--- src/rtl/fifo_out_arbiter.sv ---
// Round-robin write-side arbiter sharing one 36-bit FIFO write port among NREQ 32-bit sources.
// Define FIFO_ARB_WATCHDOG_EN to add the stall watchdog and the sticky STALL_ERR output.
module fifo_out_arbiter #(
   parameter int NREQ      = 4,
   parameter int BURST     = 16,
   parameter int STALL_MAX = 64
) (
   input  logic                 CLK,
   input  logic                 RST_N,
   input  logic [NREQ-1:0]      REQ_VALID,
   input  logic [32*NREQ-1:0]   REQ_DATA,
   input  logic [NREQ-1:0]      REQ_LAST,
   output logic [NREQ-1:0]      REQ_READY,
   input  logic                 AFULL,
   output logic [35:0]          DI,
   output logic                 WREN,
   output logic [NREQ-1:0]      GRANT,
   output logic                 BUSY
`ifdef FIFO_ARB_WATCHDOG_EN
   ,
   output logic                 STALL_ERR
`endif
);

   generate
      if (NREQ < 1 || NREQ > 8) begin : g_bad_nreq
         $error("fifo_out_arbiter: NREQ must be in 1..8");
      end
      if (BURST < 1 || BURST > 256) begin : g_bad_burst
         $error("fifo_out_arbiter: BURST must be in 1..256");
      end
      if (STALL_MAX < 1) begin : g_bad_stall
         $error("fifo_out_arbiter: STALL_MAX must be at least 1");
      end
   endgenerate

   typedef enum logic {
      IDLE,
      XFER
   } state_t;

   state_t            state;
   state_t            state_nxt;
   logic [2:0]        ptr;
   logic [2:0]        ptr_nxt;
   logic [2:0]        gid;
   logic [2:0]        gid_nxt;
   logic [2:0]        gid_inc;
   logic [2:0]        winner;
   logic [8:0]        count;
   logic [8:0]        count_nxt;
   logic [NREQ-1:0]   grant_nxt;
   logic [2*NREQ-1:0] dbl_valid;
   logic [2*NREQ-1:0] shifted_valid;
   logic [NREQ-1:0]   rot_valid;
   logic              found;
   logic              valid_g;
   logic              last_g;
   logic [31:0]       data_g;
   logic              xfer;
   logic              stall_hit;

   // Rotate the valid vector so that bit 0 is the source at the round-robin pointer.
   assign dbl_valid     = {REQ_VALID, REQ_VALID};
   assign shifted_valid = dbl_valid >> ptr;
   assign rot_valid     = shifted_valid[NREQ-1:0];

   always_comb begin
      found  = 1'b0;
      winner = '0;
      for (int k = 0; k < NREQ; k++) begin
         if (!found && rot_valid[k]) begin
            found  = 1'b1;
            winner = 3'((int'(ptr) + k) % NREQ);
         end
      end
   end

   // GRANT is one-hot, so masking with it selects the granted source's lane.
   assign valid_g = |(REQ_VALID & GRANT);
   assign last_g  = |(REQ_LAST & GRANT);

   always_comb begin
      data_g = '0;
      for (int i = 0; i < NREQ; i++) begin
         if (GRANT[i]) begin
            data_g = data_g | REQ_DATA[32*i +: 32];
         end
      end
   end

   assign gid_inc   = (int'(gid) == NREQ - 1) ? 3'd0 : gid + 3'd1;
   assign xfer      = (state == XFER) && valid_g;
   assign BUSY      = (state == XFER);
   assign REQ_READY = BUSY ? GRANT : '0;

`ifdef FIFO_ARB_WATCHDOG_EN
   logic [15:0] stall_cnt;

   assign stall_hit = (state == XFER) && !valid_g && (stall_cnt == 16'(STALL_MAX - 1));

   always_ff @(posedge CLK or negedge RST_N) begin
      if (!RST_N) begin
         stall_cnt <= '0;
         STALL_ERR <= 1'b0;
      end else begin
         if (state != XFER || valid_g || stall_hit) begin
            stall_cnt <= '0;
         end else begin
            stall_cnt <= stall_cnt + 16'd1;
         end
         if (stall_hit) begin
            STALL_ERR <= 1'b1;
         end
      end
   end
`else
   assign stall_hit = 1'b0;
`endif

   // Next-state logic: grant on an idle cycle, release on LAST, burst limit or stall.
   always_comb begin
      state_nxt = state;
      grant_nxt = GRANT;
      gid_nxt   = gid;
      ptr_nxt   = ptr;
      count_nxt = count;
      case (state)
         IDLE: begin
            if (!AFULL && found) begin
               state_nxt = XFER;
               grant_nxt = NREQ'(1) << winner;
               gid_nxt   = winner;
               count_nxt = '0;
            end
         end
         XFER: begin
            if (xfer) begin
               count_nxt = count + 9'd1;
            end
            if ((xfer && (last_g || count == 9'(BURST - 1))) || stall_hit) begin
               state_nxt = IDLE;
               grant_nxt = '0;
               ptr_nxt   = gid_inc;
               count_nxt = '0;
            end
         end
         default: begin
            state_nxt = IDLE;
            grant_nxt = '0;
         end
      endcase
   end

   always_ff @(posedge CLK or negedge RST_N) begin
      if (!RST_N) begin
         state <= IDLE;
         ptr   <= '0;
         gid   <= '0;
         count <= '0;
         GRANT <= '0;
      end else begin
         state <= state_nxt;
         ptr   <= ptr_nxt;
         gid   <= gid_nxt;
         count <= count_nxt;
         GRANT <= grant_nxt;
      end
   end

   // DI keeps its last written word on cycles without a transfer.
   always_ff @(posedge CLK or negedge RST_N) begin
      if (!RST_N) begin
         DI   <= '0;
         WREN <= 1'b0;
      end else begin
         WREN <= xfer;
         if (xfer) begin
            DI <= {last_g, gid, data_g};
         end
      end
   end

endmodule

--- config.mk ---
export PLATFORM = sky130hd
export DESIGN_NAME = fifo_out_arbiter
export DESIGN_NICKNAME = d
export VERILOG_FILES = /design/src/rtl/fifo_out_arbiter.sv
export SDC_FILE = /design/constraint.sdc
export NUM_CORES = 1
export LEC_CHECK = 0
export ABC_CLOCK_PERIOD_IN_PS = 3000
export BUFFER_PORTS_ARGS = -buffer_cell sky130_fd_sc_hd__buf_4
export CORE_AREA = 10 10 102 86
export DETAILED_ROUTE_END_ITERATION = 7
export DIE_AREA = 0 0 112 96
export HOLD_SLACK_MARGIN = 0.15
export PLACE_DENSITY = 0.85
export REMOVE_ABC_BUFFERS = 1
export SYNTH_ARGS = -nofsm -noshare
export SYNTH_HDL_FRONTEND = slang
export SYNTH_SLANG_ARGS = --single-unit
--- constraint.sdc ---
create_clock -name CLK -period 3 [get_ports CLK]
set_input_delay 0.15 -clock CLK [delete_from_list [all_inputs] [get_ports CLK]]
set_output_delay 0.15 -clock CLK [all_outputs]
set_load 0.1 [all_outputs]
### Word level (Yosys, flattened, before mapping)

Cells that the tools add are included.

* memories kept: 0
* bits in latches: 0
* word-level logic and storage cells: 72
* RAM bits: 0
* ROM bits: 0
* register bits after elaboration: 57
* bits of input ports: 139

* shift-type cells: 2
* equal/unequal tests: 5
* magnitude comparators: 0
* div/mod/pow operators: 0
* reduce and logical (&&, ||, !) cells: 20
* bitwise logic cells: 9
* multiply operators: 0
* mux-type cells: 24
* add/sub/neg operators: 5

Operators by type and width (count)
* $mux W32: 4
* $or A32 B32 Y32: 3
* $mux W9: 3
* $pmux W9 S2: 1
* $mux W3: 4
* $mux W4: 3
* $add A9 B1 Y9 const B: 1
* $eq A9 B4 Y1 const B: 1
* $and A4 B4 Y4: 2
* $pmux W4 S2: 1
* $reduce_and A2 Y1: 4
* $reduce_or A4 Y1: 2
* $shr A8 B3 Y4: 1
* $logic_and A1 B1 Y1: 6
* $mux W1: 6
* $reduce_or A2 Y1: 3
* $add A2 B2 Y2 const B: 2
* $logic_not A1 Y1: 4
* $shl A1 B3 Y4 const A: 1
* $add A3 B1 Y3 const B: 1
* $and A1 B1 Y1 const A: 3
* $eq A3 B3 Y1 const B: 1
* $ne A3 B1 Y1 const B: 1
* $add A2 B1 Y2 const B: 1
* 6 further kinds: 6

### Depth between registers and ports, before layout

Gate-level depths: netlist of the first run.

* depth after elaboration: 14
* gate-level depth with buffers: 7
* gate-level depth less buffers: 5

### Least setup slack after synthesis of the first run

No wires, ideal clock.

* kind: reg2out
* start: reg GRANT[3]
* end: out REQ_READY[3]
* buffers on the path: 2
* setup slack: 568 ps
* data required time: 2850 ps
* arrival: 2282 ps
* cell stages (with the launch flop): 4
* cells stage by stage: dfrtp_1 -> buf_2 -> clkbuf_1 -> and2_1

* longest elaborated chain between the ends: 1

Ends and longest elaborated chain
* from (decl): line 17 `output logic [NREQ-1:0] GRANT,`
* from (signal assigned): line 167 `GRANT <= grant_nxt;`
* $mux W4: line 95 `assign REQ_READY = BUSY ? GRANT : '0;`
* to (decl): line 13 `output logic [NREQ-1:0] REQ_READY,`

Every way passes these cells.

### Worst setup path in the final report of the first run

* start: reg GRANT[3]
* end: reg count[6]

* longest elaborated chain between the ends: 6
* elaborated cells on any way between the ends: 11

Ends and longest elaborated chain
* $and A4 B4 Y4, on equally long branches: line 80, 81
* $reduce_or A4 Y1, on equally long branches: line 80, 81
* $logic_and A1 B1 Y1 or $logic_or A1 B1 Y1 (tied branches): line 93, 141
* $logic_and A1 B1 Y1: line 141 `if ((xfer && (last_g || count == 9'(BURST - 1))) || stall_hit) begin`
* $mux W9 or $ne A3 B1 Y1 (tied branches)
* $pmux W9 S2 or $reduce_and A2 Y1 (tied branches)
* to (signal assigned): line 166 `count <= count_nxt;`
* to (decl): line 50 `logic [8:0] count;`

Several ways; a longest one is shown, not always the timed one.
A chain may end at the register's enable or synchronous reset.

==> results.txt, run 1 <==
----------------------------------------------------
[Timing]
  Max Clock Skew ... 0.00709 ns
  Unrepaired setup endpoints after global routing ... false
  Final worst path period need ... 2.29 ns
  Final worst path period share ... 76.3%
  Maximum clock frequency ... 0.437 GHz
  Worst max-slew margin expressed relative to the limit ... 55.7%
  Total count of max-transition violations in the final report ... 0
  Final Setup Violations ... 0
  Least-Margin Pin Slew ... 0.664 ns
  Final setup TNS ... 0 ns
  Final number of hold-violating endpoints ... 0

[Yosys]
  Leading cell types by total area after synthesis ... sky130_fd_sc_hd__dfrtp_1 44%, sky130_fd_sc_hd__a22oi_1 16%, sky130_fd_sc_hd__a31oi_1 7.4%
  Total number of yosys warnings ... 0
  Mapped Avg Cell Area ... 9.69 um^2
  Largest area contributor in the netlist ... sky130_fd_sc_hd__dfrtp_1
  Leading register cell type out of synthesis ... sky130_fd_sc_hd__dfrtp_1
  Post-synthesis register bit count ... 54
  Gate count of the mapped netlist ... 316
  Count of flip-flops with a built-in enable after synthesis ... 0
  Post-synth cell types ... 49
  Share of async-settable or async-resettable flops after synthesis ... 100%
  Post-synthesis instance area ... 3060 um^2
  Seq/Total Area, Yosys ... 44.1%
  Area share of the leading cell type in the synthesized netlist ... 44.1%

[Pwr]
  Power per unit of standard cell area ... 1350 nW/um^2
  Post-layout power ... 6.08 mW
  VDD IR-drop max ... 0.614 mV
  Leakage power summed over all cells ... 2.04 nW

[Place]
  Buffers added on ports ... 183
  Detailed-placement wirelength estimate ... 8.78 mm
  Number of cells after detailed placement ... 563
  Final estimated routing congestion in global placement ... 0.875

[Global route]
  Wire length of the first global-routing pass ... 16.9 mm
  Number of antenna violations at the first check in global routing ... 0
  Residual overflow from global routing ... 0
  Number of global-route vias before repair ... 3335
  Maximum number of pins on one net before global-route repair ... 74
  GR Util All Layers ... 19.1%

[Die]
  Number of rows in the core area ... 27
  Initial core utilization ... 45.6%
  Die X ... 112 um
  DIE HEIGHT ... 96 um
  DIE AREA ... 10800 um^2
  Placeable core region ... 6720 um^2
  I/O pin count ... 185

[Drt]
  First-iteration detailed-routing DRC count ... 253
  Aggregate routed wire length ... 11.2 mm
  Total via count after detailed routing ... 3208
  DRC violations left ... 0
  Number of nets still failing antenna checks after routing ... 0
  Vias per cell ... 5.61
  Avg WL per Cell ... 19.6 um
  TritonRoute pass-1 iters ... 4

[Worst setup path]
  Setup slack of the most critical reg-to-reg path ... 0.71 ns
  Arrival time of the worst setup path ... 2.50 ns
  Category of the worst setup path capture point ... register
  Largest fanout of any net on the critical path ... 73
  Classification of the worst setup path ... register to register
  Data required time at the worst endpoint ... 3.21 ns
  Kind of launch point of the worst setup path ... register

[Worst hold path]
  Worst min path class ... input port to register

[Finish]
  Fraction of layout cells with a size suffix above 1 ... 42.7%
  Most common library cell in the layout ignoring fill and taps ... sky130_fd_sc_hd__buf_4
  Most used cells in the layout excluding fill and tap cells ... 187 x sky130_fd_sc_hd__buf_4, 64 x sky130_fd_sc_hd__a22oi_1, 54 x sky130_fd_sc_hd__dfrtp_1, 39 x sky130_fd_sc_hd__nor2_1, 36 x sky130_fd_sc_hd__a31oi_1
  P&R area growth vs syn ... 46.5%
  Final cell count without fillers ... 572
  N_diodes ... 0
  Net count, final ... 625
  Filler cells ... 539

[Run status]
  Result of the run ... complete, no violations

[Clocking]
  Clock sinks ... 54
  Clock latency on the worst-skew pair ... 0.30 ns
  TritonCTS buffer count ... 5
  Clock tree from TritonCTS ... yes
  H-tree depth ... 2
  CTS clock-pin slew for the worst setup and hold paths ... 0.09 ns
  Number of buffers on the longest clock path ... 2
  Master cell of the clock root buffer ... sky130_fd_sc_hd__clkbuf_8

[Job]
  Reported max-cap violation count ... 0

----------------------------------------------------
[repair_timing]
item,in CTS,in global routing
hold endpoints to repair,54,0
gates resized for setup,0,0
hold buffers,1,0
buffers inserted,0,0
[stage by stage]
step / setup slack (ns) / instance area (um^2) / util, % / hold slack [ns]
finish: 0.712 / 4490 / 66.8 / 0.162
global route: 0.560 / 4490 / 66.8 / 0.162
CTS: 0.744 / 4490 / 66.8 / 0.164
detailed placement: 0.741 / 4380 / 65.2 / 0.228
global placement: 0.844 / 4380 / 65.2 / 0.225
floorplan: 0.0317 / 2870 / - / -0.146
[layer usage]
metal | vias to the layer above | global-route usage [%] | wire length, um
li1 | 1551 | - | -
met1 | 1483 | 22.6 | 4560
met4 | 0 | 3.27 | 130
met3 | 12 | 5.85 | 904
met2 | 162 | 34.2 | 5640
met5 | - | 0 | 0
[worst max-delay path, cell delays in order (launching register included)]
cell                       delay (ns)
sky130_fd_sc_hd__dfrtp_1         0.65
sky130_fd_sc_hd__a22o_1          0.27
sky130_fd_sc_hd__o21ai_4         0.15
sky130_fd_sc_hd__inv_4           0.53
sky130_fd_sc_hd__nand4_1         0.26
sky130_fd_sc_hd__a221oi_2        0.33
[cell type report]
cell class                      count  area, um^2  share of cell area [%]
Clock buffer                        6        82.6                    1.84
Timing Repair Buffer              188        1410                    31.5
Tap cell                           87         109                    2.43
Sequential cell                    54        1350                    30.1
Inverter                            4        17.5                   0.390
Multi-Input combinational cell    231        1500                    33.5
Clock inverter                      2        12.5                   0.279
[cells in the mapped netlist (2+ instances only)]
| library cell | number |
|---|---|
| sky130_fd_sc_hd__a22oi_1 | 64 |
| sky130_fd_sc_hd__dfrtp_1 | 54 |
| sky130_fd_sc_hd__nor2_1 | 39 |
| sky130_fd_sc_hd__a31oi_1 | 36 |
| sky130_fd_sc_hd__nand2_1 | 24 |
| sky130_fd_sc_hd__clkbuf_1 | 9 |
| sky130_fd_sc_hd__buf_6 | 7 |
| sky130_fd_sc_hd__o21ai_0 | 7 |
| sky130_fd_sc_hd__a21oi_1 | 6 |
| sky130_fd_sc_hd__buf_4 | 6 |
| sky130_fd_sc_hd__a22o_1 | 4 |
| sky130_fd_sc_hd__and2_1 | 4 |
| sky130_fd_sc_hd__buf_2 | 4 |
| sky130_fd_sc_hd__nand3_1 | 4 |
| sky130_fd_sc_hd__o32ai_1 | 4 |
| sky130_fd_sc_hd__inv_1 | 3 |
| sky130_fd_sc_hd__nand4_1 | 3 |
| sky130_fd_sc_hd__ha_1 | 2 |
| sky130_fd_sc_hd__mux2_1 | 2 |
| sky130_fd_sc_hd__nand2b_1 | 2 |
| sky130_fd_sc_hd__nor3_1 | 2 |
| sky130_fd_sc_hd__o22ai_1 | 2 |
| sky130_fd_sc_hd__o32ai_2 | 2 |
[final timing paths]
kind	start	endpoint	cells past startpoint
worst max-delay path	GRANT[3]	count[6]	5
worst min-delay path	REQ_DATA[109]	DI[13]	3
worst max register to register	GRANT[3]	count[6]	5
worst min register to register	DI[35]	DI[35]	2
max in group asynchronous	RST_N	DI[6]	2
min in group asynchronous	RST_N	DI[3]	2
[power by group]
| group | internal (mW) | switching, mW | leakage (nW) | total [mW] |
|---|---|---|---|---|
| registers | 1.07 | 0.246 | 0.654 | 1.32 |
| clock network | 0.186 | 0.233 | 0.0472 | 0.419 |
| logic | 1.04 | 3.30 | 1.34 | 4.34 |
| total | 2.30 | 3.78 | 2.04 | 6.08 |
[registers in the layout, indices dropped and copies added (netlist names)]
| signal | flops |
|---|---|
| BUSY | 1 |
| DI | 35 |
| GRANT | 4 |
| WREN | 1 |
| count | 9 |
| gid | 2 |
| ptr | 2 |
[logic make-up after synthesis]
group / count (synthesis) / synth area share [%]
muxes: 3 / 1.06
other: 1 / 0.122
adders and majority gates: 2 / 0.817
and+or+nand+nor: 91 / 14.9
DFF: 54 / 44.1
AOI/OAI and AO/OA: 134 / 32.1
buffers and inverters: 31 / 6.86
No activity file was read; power rests on OpenSTA's default activity.
==> run 2: changes to the inputs <==
- ABC_CLOCK_PERIOD_IN_PS: 3000 -> 1900
- CORE_AREA: 10 10 102 86 -> 10 10 111 93
- DIE_AREA: 0 0 112 96 -> 0 0 121 103
- PLACE_DENSITY: 0.85 -> 0.75
- clock period: 3 -> 1.9 ns (I/O delays scaled with it)
==> run 2 against run 1 <==
Net effect:
- clock skew about the same
- via count up 22%
- hold slack worse by 0.0099 ns
- register-to-register slack worse by 0.58 ns
- global-route usage up 2.5 points
- routed wire length up 28%
- worst setup slack worse by 0.58 ns
==> results.txt, run 2 (synthesis gave the netlist of run 1 again) <==
----------------------------------------------------
[Worst setup path]
  Setup slack of the most critical reg-to-reg path ... 0.13 ns (-0.58 ns)
  Data required time at the worst endpoint ... 2.13 ns (-1.08 ns)
  Reg2Reg Capture Point ... DI[9]
  Classification of the worst setup path ... register to register
  Kind of launch point of the worst setup path ... register
  Largest fanout of any net on the critical path ... 22 (-70%)
  Endpoint of the most critical setup path ... DI[9]
  Startpoint of the most critical setup path ... GRANT[3]
  Reg2reg path depth ... 4 (-1)
  Arrival time of the worst setup path ... 2.00 ns (-0.50 ns)
  Category of the worst setup path capture point ... register
  Worst r2r src ... GRANT[3]

[Drt]
  TritonRoute pass-1 iters ... 5 (+1)
  Vias per cell ... 5.48 (-2.3%)
  First-iteration detailed-routing DRC count ... 311 (+23%)
  Aggregate routed wire length ... 14.4 mm (+28%)
  DRC violations left ... 0 (unchanged)
  Number of nets still failing antenna checks after routing ... 0 (unchanged)
  Avg WL per Cell ... 20.0 um (+2.1%)
  Total via count after detailed routing ... 3922 (+22%)

[Global route]
  Number of antenna violations at the first check in global routing ... 1 (+1)
  GR Util All Layers ... 21.5% (+2.5 points)
  Residual overflow from global routing ... 0 (unchanged)
  Maximum number of pins on one net before global-route repair ... 55 (-26%)
  Wire length of the first global-routing pass ... 21.5 mm (+27%)
  Number of global-route vias before repair ... 4131 (+24%)

[Pwr]
  Leakage power summed over all cells ... 2.45 nW (+20%)
  VDD IR-drop max ... 1.11 mV (+81%)
  Switching power of the nets ... 6.22 mW (+65%)
  Power per unit of standard cell area ... 1860 nW/um^2 (+37%)
  Cell internal power dissipation ... 4.40 mW (+91%)
  Combinational power share ... 73.3% (+1.8 points)
  Sequential cell fraction of total power ... 19.4% (-2.3 points)
  Switching Share ... 58.6% (-3.6 points)
  Part of the total power dissipated in the clock network ... 7.3% (+0.4 points)

[Die]
  I/O pin count ... 185 (unchanged)
  Placeable core region ... 8220 um^2 (+22%)
  Die X ... 121 um (+8.0%)
  Number of rows in the core area ... 30 (+11%)
  DIE AREA ... 12500 um^2 (+16%)
  DIE HEIGHT ... 103 um (+7.3%)
  Initial core utilization ... 37.3% (-8.3 points)

[Finish]
  Most common library cell in the layout ignoring fill and taps ... sky130_fd_sc_hd__buf_4
  Fraction of layout cells with a size suffix above 1 ... 35.7% (-7.0 points)
  Layout Cell Area excl Fill ... 5710 um^2 (+27%)
  Register with the most flip-flops ... DI
  Net count, final ... 743 (+19%)
  Footprint of the multi-input gates ... 1500 um^2 (unchanged)
  Largest register FFs ... 35 (unchanged)
  FF/Latch Area ... 1350 um^2 (unchanged)
  Most used cells in the layout excluding fill and tap cells ... 195 x sky130_fd_sc_hd__buf_4, 109 x sky130_fd_sc_hd__dlygate4sd3_1, 64 x sky130_fd_sc_hd__a22oi_1, 54 x sky130_fd_sc_hd__dfrtp_1, 39 x sky130_fd_sc_hd__nor2_1
  P&R area growth vs syn ... 86.6%
  Filler cells ... 592 (+9.8%)
  Largest registers in the final layout ... DI x35, count x9, GRANT x4
  Final Util ... 69.5% (+2.8 points)

[Timing]
  Final worst path period share ... 93.1% (+17 points)
  Unrepaired setup endpoints after global routing ... false
  Worst max-slew margin expressed relative to the limit ... 53.0% (-2.7 points)
  Final Setup Violations ... 0 (unchanged)
  Least-Margin Pin Slew ... 0.704 ns (+0.0401 ns)
  Total count of max-transition violations in the final report ... 0 (unchanged)
  Final number of hold-violating endpoints ... 0 (unchanged)
  Minimum hold slack ... 0.152 ns (-0.00994 ns)
  Final worst path period need ... 1.77 ns (-0.519 ns)
  Final setup TNS ... 0 ns (unchanged)
  Maximum clock frequency ... 0.565 GHz (+29%)
  Max Clock Skew ... 0.00683 ns (-0.000263 ns)
  Post-route worst setup slack ... 0.131 ns (-0.581 ns)

[Clocking]
  Master cell of the clock root buffer ... sky130_fd_sc_hd__clkbuf_8
  CTS clock-pin slew for the worst setup and hold paths ... 0.10 ns (about the same)
  Clock tree from TritonCTS ... yes
  Number of buffers on the longest clock path ... 2 (unchanged)
  Clock sinks ... 54 (unchanged)
  TritonCTS buffer count ... 5 (unchanged)
  H-tree depth ... 2 (unchanged)
  Clock latency on the worst-skew pair ... 0.30 ns (about the same)

[Place]
  Detailed-placement wirelength estimate ... 8.94 mm (+1.8%)
  Buffers added on ports ... 183 (unchanged)
  Placed cell areas ... 4500 um^2 (+2.7%)
  Final estimated routing congestion in global placement ... 0.868 (-0.78%)
  Setup slack at placement ... 0.0906 ns (-0.651 ns)

[Worst hold path]
  Worst min path class ... input port to register

[Run status]
  Result of the run ... complete, no violations

[Job]
  Reported max-cap violation count ... 0 (unchanged)

----------------------------------------------------
==> run 2: timing repair <==
item,CTS,global route
endpoints found under the hold margin,86,0
setup buffers,0,2
gates resized for setup,0,0
setup endpoints to repair,0,2
hold buffers,109,0
==> run 2: routing by layer <==
metal / vias to the layer above / part of all wire [%] / track usage, %
met5: - / 0 / 0
met4: 0 / 2.6 / 7.41
met3: 39 / 8.8 / 6.29
met2: 228 / 51 / 38.2
met1: 1864 / 38 / 24.3
li1: 1791 / - / -
==> run 2: critical path: stages, from the launching register on <==
cell	delay [ns]
sky130_fd_sc_hd__dfrtp_1	0.42
sky130_fd_sc_hd__buf_4	0.32
sky130_fd_sc_hd__a22oi_1	0.17
sky130_fd_sc_hd__dlygate4sd3_1	0.61
sky130_fd_sc_hd__a31oi_1	0.18
==> run 2: per-stage QoR <==
step | instances | total power [mW]
floorplan | 289 | 7.21
global placement | 596 | 9.07
detailed placement | 596 | 9.17
CTS | 713 | 10.5
global route | 716 | 11.1
finish | 716 | 10.6
==> run 2: cell type report <==
cell class / instances / share of cell area [%]
antenna: 1 / 0.0438
clock buffer: 7 / 1.34
clock inverter: 1 / 0.526
inverter: 4 / 0.307
multi-input combinational: 231 / 26.3
sequential: 54 / 23.6
tap: 112 / 2.45
timing repair buffer: 306 / 45.4
==> run 2: power groups by stage <==
stage	combinational, mW	clock [mW]	sequential (mW)
3_5_place_dp	7.10	0	2.07
5_1_grt	8.18	0.818	2.13
6_report	7.78	0.774	2.06
3_3_place_gp	7.03	0	2.04
2_1_floorplan	1.95	0	5.27
4_1_cts	7.67	0.784	2.05
==> run 2: worst min path at each step <==
stage                      start      to  slack [ns]  cells past startpoint
global placement           RST_N  DI[16]        0.19                      1
floorplan                  RST_N    BUSY       -0.20                      0
CTS                  REQ_DATA[5]   DI[5]        0.15                      3
detailed placement         RST_N  DI[33]        0.19                      1
finish              REQ_DATA[79]  DI[15]        0.15                      3
global route        REQ_DATA[43]  DI[11]        0.15                      3
